`config.mk`:
```
export PLATFORM = sky130hd
export DESIGN_NAME = t07_regfile_sb
export DESIGN_NICKNAME = d
export VERILOG_FILES = /design/src/rtl/t07_regfile_pkg.sv /design/src/rtl/t07_reg_scoreboard.sv /design/src/rtl/t07_regfile_sb.sv
export SDC_FILE = /design/constraint.sdc
export NUM_CORES = 2
export LEC_CHECK = 0
export CAP_MARGIN = 20
export CORE_MARGIN = 1.5
export CORE_UTILIZATION = 26
export CTS_CLUSTER_DIAMETER = 120
export DETAILED_ROUTE_END_ITERATION = 6
export PLACE_DENSITY_LB_ADDON = 0.12
export SYNTH_ARGS = -nofsm -noshare
export SYNTH_HDL_FRONTEND = slang
export SYNTH_SLANG_ARGS = --single-unit
```
`constraint.sdc`:
```
create_clock -name clk -period 64.9 [get_ports clk]
set_input_delay 16.225 -clock clk [delete_from_list [all_inputs] [get_ports clk]]
set_output_delay 16.225 -clock clk [all_outputs]
set_load 0.01 [all_outputs]
```
`src/rtl/t07_regfile_pkg.sv`:
```
// Shared defaults and address-width helper for the t07 register file with load scoreboard.
package t07_regfile_pkg;
   localparam int DEF_DATA_W   = 32;
   localparam int DEF_NUM_REGS = 32;
   localparam int DEF_NUM_RD   = 2;

   function automatic int addr_bits(input int num_regs);
      return $clog2(num_regs);
   endfunction
endpackage

```
`src/rtl/t07_reg_scoreboard.sv`:
```
// Per-register pending-load tracking and the reservation-conflict pulse.
module t07_reg_scoreboard
   import t07_regfile_pkg::*;
#(
   parameter  int NUM_REGS = DEF_NUM_REGS,
   localparam int ADDR_W   = addr_bits(NUM_REGS)
) (
   input  logic                clk,
   input  logic                rst,
   input  logic                enable,
   input  logic                rsv_en,
   input  logic [ADDR_W-1:0]   rsv_addr,
   input  logic                ld_en,
   input  logic [ADDR_W-1:0]   ld_addr,
   output logic [NUM_REGS-1:0] busy_vec,
   output logic                rsv_err
);
   logic [NUM_REGS-1:0] r_busy;
   logic                r_err;
   logic [NUM_REGS-1:0] w_busy_nxt;
   logic                w_rsv_go;
   logic                w_err_nxt;

   // A same-cycle reservation overrides the load's clear: the new load owns the register.
   always_comb begin
      w_rsv_go   = enable & rsv_en & (rsv_addr != '0);
      w_busy_nxt = r_busy;
      if (ld_en)
         w_busy_nxt[ld_addr] = 1'b0;
      if (w_rsv_go)
         w_busy_nxt[rsv_addr] = 1'b1;
      w_busy_nxt[0] = 1'b0;
      w_err_nxt = w_rsv_go & r_busy[rsv_addr] & ~(ld_en & (ld_addr == rsv_addr));
   end

   always_ff @(posedge clk or posedge rst) begin
      if (rst) begin
         r_busy <= '0;
         r_err  <= 1'b0;
      end else begin
         r_busy <= w_busy_nxt;
         r_err  <= w_err_nxt;
      end
   end

   assign busy_vec = r_busy;
   assign rsv_err  = r_err;
endmodule

```
`src/rtl/t07_regfile_sb.sv`:
```
// Register file with ALU writeback, load return, same-cycle bypass and load scoreboard.
module t07_regfile_sb
   import t07_regfile_pkg::*;
#(
   parameter  int DATA_W   = DEF_DATA_W,
   parameter  int NUM_REGS = DEF_NUM_REGS,
   parameter  int NUM_RD   = DEF_NUM_RD,
   localparam int ADDR_W   = addr_bits(NUM_REGS)
) (
   input  logic                     clk,
   input  logic                     rst,
   input  logic                     enable,
   input  logic [NUM_RD*ADDR_W-1:0] rd_addr,
   output logic [NUM_RD*DATA_W-1:0] rd_data,
   output logic [NUM_RD-1:0]        rd_ready,
   input  logic                     wr_en,
   input  logic [ADDR_W-1:0]        wr_addr,
   input  logic [DATA_W-1:0]        wr_data,
   input  logic                     rsv_en,
   input  logic [ADDR_W-1:0]        rsv_addr,
   input  logic                     ld_en,
   input  logic [ADDR_W-1:0]        ld_addr,
   input  logic [DATA_W-1:0]        ld_data,
   output logic [NUM_REGS-1:0]      busy_vec,
   output logic                     rsv_err
);
   logic [DATA_W-1:0]   r_regs [NUM_REGS];
   logic [NUM_REGS-1:0] w_busy;
   logic                w_wr_go;
   logic                w_ld_go;

   assign w_wr_go = enable & wr_en & (wr_addr != '0);
   assign w_ld_go = ld_en & (ld_addr != '0);

   // The load write comes last so it wins an address collision with the ALU writeback.
   always_ff @(posedge clk or posedge rst) begin
      if (rst) begin
         for (int j = 0; j < NUM_REGS; j++)
            r_regs[j] <= '0;
      end else begin
         if (w_wr_go)
            r_regs[wr_addr] <= wr_data;
         if (w_ld_go)
            r_regs[ld_addr] <= ld_data;
      end
   end

   t07_reg_scoreboard #(
      .NUM_REGS (NUM_REGS)
   ) u_sb (
      .clk      (clk),
      .rst      (rst),
      .enable   (enable),
      .rsv_en   (rsv_en),
      .rsv_addr (rsv_addr),
      .ld_en    (ld_en),
      .ld_addr  (ld_addr),
      .busy_vec (w_busy),
      .rsv_err  (rsv_err)
   );

   assign busy_vec = w_busy;

   for (genvar i = 0; i < NUM_RD; i++) begin : g_rd
      logic [ADDR_W-1:0] w_ra;
      logic [DATA_W-1:0] w_rd;

      assign w_ra = rd_addr[i*ADDR_W +: ADDR_W];

      always_comb begin
         w_rd = r_regs[w_ra];
         if (enable && wr_en && (wr_addr == w_ra))
            w_rd = wr_data;
         if (ld_en && (ld_addr == w_ra))
            w_rd = ld_data;
         if (rst || (w_ra == '0))
            w_rd = '0;
      end

      assign rd_data[i*DATA_W +: DATA_W] = w_rd;
      assign rd_ready[i] = (w_ra == '0) | (ld_en & (ld_addr == w_ra)) | ~w_busy[w_ra];
   end
endmodule
```
==> impl_results.md <==
- Row count: 186
- Via Count: 55219
- Syn Area/Cell: 10.2 um2
- Global-route wire length before repair: 470000 um
- Power share of the clock group: 0.344
- F_max: 0.0267 GHz
- Total internal power: 1.58 mW
- Post-DR wirelength/cell: 34.6 um
- Crit path max fanout: 33
- CORE AREA: 257000 um2
- Crit-path leading delay family: buffers and inverters
- Total track usage: 0.254
- CTS sink cnt: 1056
- Relative slew margins: 0.209
- Top post-synthesis cells by count: mux2i_1, dfrtp_1, nand2_1
- Slew Limit Fails: 0
- Initial antenna violation count: 11
- Startpoint Class: primary input
- Sw Share: 0.321
- Pwr/cell area: 30.2 nW/um2
- Nets: 6439
- Period utilization: 0.577
- GRT Residual Overflow: 0
- Hold Buf Count CTS: 0
- Sequential element share of the synthesized area: 0.392
- Max-cap viol count: 0
- Slowest cell on the critical path: o32ai_1
- Seq pwr share: 0.414
- Via density per instance: 5.62
- Pleak: 30.3 nW
- Clock transition at path regs: 0.06 ns
- Syn Nets: 6725
- CTS max path bufs: 3
- CTS resizes: 0
- Share of cells above drive strength 1: 0.161
- Final setup fails: 0
- Worst hold slack: 0.392 ns
- Clk_skew: 0.00796 ns
- EDFF count, synth: 0
- Worst-Skew Late Latency: 0.81 ns
- Switch Pwr: 0.745 mW
- Largest net degree at the start of global routing: 137
- # IOs: 194
- Post-Syn Instances: 6630
- Syn Std Cell Area: 67400 um2
- Status: finished, final reports clean
- Leading register cell type out of synthesis: dfrtp_1
- CTS H-tree lvls: 4
- Initial DRC Count: 5913
- Top-count cell post-synth: mux2i_1
- Post-route minimum period: 37.42 ns
- DRT antenna net count: 0
- Critical Path RT: 48.67 ns
- Synth warn: 0
- #FFs+latches synth: 1056
- RSZ-0062 raised after global routing: no
- First drt pass iteration count: 6
- Hold/Removal Path Class: flop to flop
- CTS tree: yes
- Max incr delay on CP: 0.99 ns
- Post-CTS Repair Setup Buffers: 0
- Die Wd: 512 um
- Crit-path most repeated cell: buf_4
- Layout area overhead: 14.0%
- Final WL: 340000 um
- PortBufs: 192
- Setup TNS: 0 ns
- Die Ht: 512 um
- WS Path Type: primary input to output pin
- Power share of the combinational group: 0.242
- Gpl congestion: 0.839
- Worst-Margin Slew: 1.18 ns
- Post-route DRC violation count: 0
- CTS root buf: clkbuf_16
- Top post-synthesis cells by area: dfrtp_1, mux2i_1, mux4_2
- Async S/R FF share, synth: 1.00
- Vias in the first global route: 54394
- CP arrival: 21.20 ns
- Worst-path cell chain: clkdlybuf4s50_1 -> xnor2_1 -> nand4_4 -> buf_4 -> or2_2 -> buf_4 -> or3b_4 -> buf_4 -> o32ai_1 -> clkdlybuf4s50_1
- Max IR drop VDD: 29.9 uV
- Area of the die: 262000 um2
- Initial Utilization: 0.262
- Synth cell types: 58
- Worst path bufs/invs: 5
- DP Wirelength: 198000 um
- Yosys top cell by area: dfrtp_1
- Final Hold Fails: 0
- Endpoint class of the critical path: output pin
- Post-synth top area share: 0.392
- Total CTS buffers: 141
flip-flops by register name, summed over array words and instances, names as in the netlist:
register	count
r_regs	1024
u_sb.busy_vec	31
u_sb.rsv_err	1
cells by family (layout without fill, tap and decap cells):
logic type	count (synthesis)	in the layout	share of synthesized area
mux	1722	1722	0.328
simple gates	1367	1367	0.0819
buf+inv	889	690	0.0565
flops	1056	1056	0.392
compound gates	1570	1570	0.138
other cells	1	8	0.0000557
xor+xnor	25	25	0.00325
final timing paths:
kind,depth (start not counted),to,slack [ns],startpoint
hold / removal,0,r_regs[997],0.39,r_regs[997]
setup reg to reg,5,u_sb.rsv_err,63.23,u_sb.busy_vec[1]
max in group asynchronous,5,r_regs[148],45.97,rst
hold reg to reg,0,r_regs[997],0.39,r_regs[997]
setup / recovery,10,rd_data[41],27.48,ld_addr[0]
min in group asynchronous,2,r_regs[135],15.85,rst
through the flow:
stage               std cells  instance area (um2)  total power, mW  setup slack (ns)   util
finish                   9822                76800             2.32             27.48  0.299
global route             9820                76800             2.43             27.48  0.299
CTS                      9815                76800             2.33             27.57  0.299
detailed placement       9585                72200             1.53             27.58  0.281
global placement         9581                72200             1.51             27.22  0.281
floorplan                6630                67400             1.33              5.35      -
final cells by class:
cell class | instances | area [um2]
Sequential cell | 1056 | 26400
Clock inverter | 22 | 308
Inverter | 41 | 161
Multi-Input combinational cell | 4685 | 37700
Fill cell | 26236 | 180000
Clock buffer | 208 | 4220
Tap cell | 3384 | 4230
Timing Repair Buffer | 419 | 3750
Antenna cell | 7 | 17.5
layer usage:
layer | wire length, um | up-vias | part of all wire | global-route usage
met2 | 157000 | 2352 | 0.46 | 0.406
met1 | 147000 | 28591 | 0.43 | 0.338
met5 | 13 | - | 0.000038 | 0
met3 | 21400 | 571 | 0.063 | 0.0435
li1 | - | 23703 | - | -
met4 | 15000 | 2 | 0.044 | 0.103
placed cells by master (no fill, tap or decap), types with 7 or more instances in the layout:
master / Yosys / layout
nand2_4: 0 / 17
clkinv_2: 0 / 9
a211oi_1: 39 / 39
diode_2: 0 / 7
o32ai_1: 57 / 57
a211o_1: 31 / 31
nor3_1: 78 / 75
nor3b_1: 7 / 7
a32oi_1: 43 / 43
a2111oi_0: 26 / 21
mux4_2: 376 / 376
o22ai_1: 95 / 95
a21oi_1: 497 / 497
o21ai_1: 14 / 13
o21ai_0: 556 / 556
xnor2_1: 19 / 19
dfrtp_1: 1056 / 1056
buf_4: 45 / 219
mux2i_1: 1218 / 1218
nor2_1: 592 / 557
a22o_1: 15 / 15
buf_12: 0 / 7
a221oi_1: 32 / 32
o32ai_2: 7 / 7
a31oi_1: 87 / 87
and2_1: 9 / 8
nand2b_1: 12 / 10
clkbuf_8: 0 / 34
o221ai_1: 63 / 63
clkbuf_16: 0 / 146
mux2_2: 128 / 128
nand2_1: 607 / 587
clkbuf_1: 574 / 29
inv_1: 41 / 40
clkdlybuf4s50_1: 0 / 182
nor2_4: 0 / 37
power groups by stage:
stage	sequential, mW	clock, mW	combinational [mW]
after floorplan	0.921	0	0.407
after global placement	0.961	0	0.553
after detailed placement	0.965	0	0.562
after CTS	0.956	0.815	0.563
after global routing	0.980	0.838	0.611
final	0.961	0.798	0.563
(Power assumes the default switching activity.)
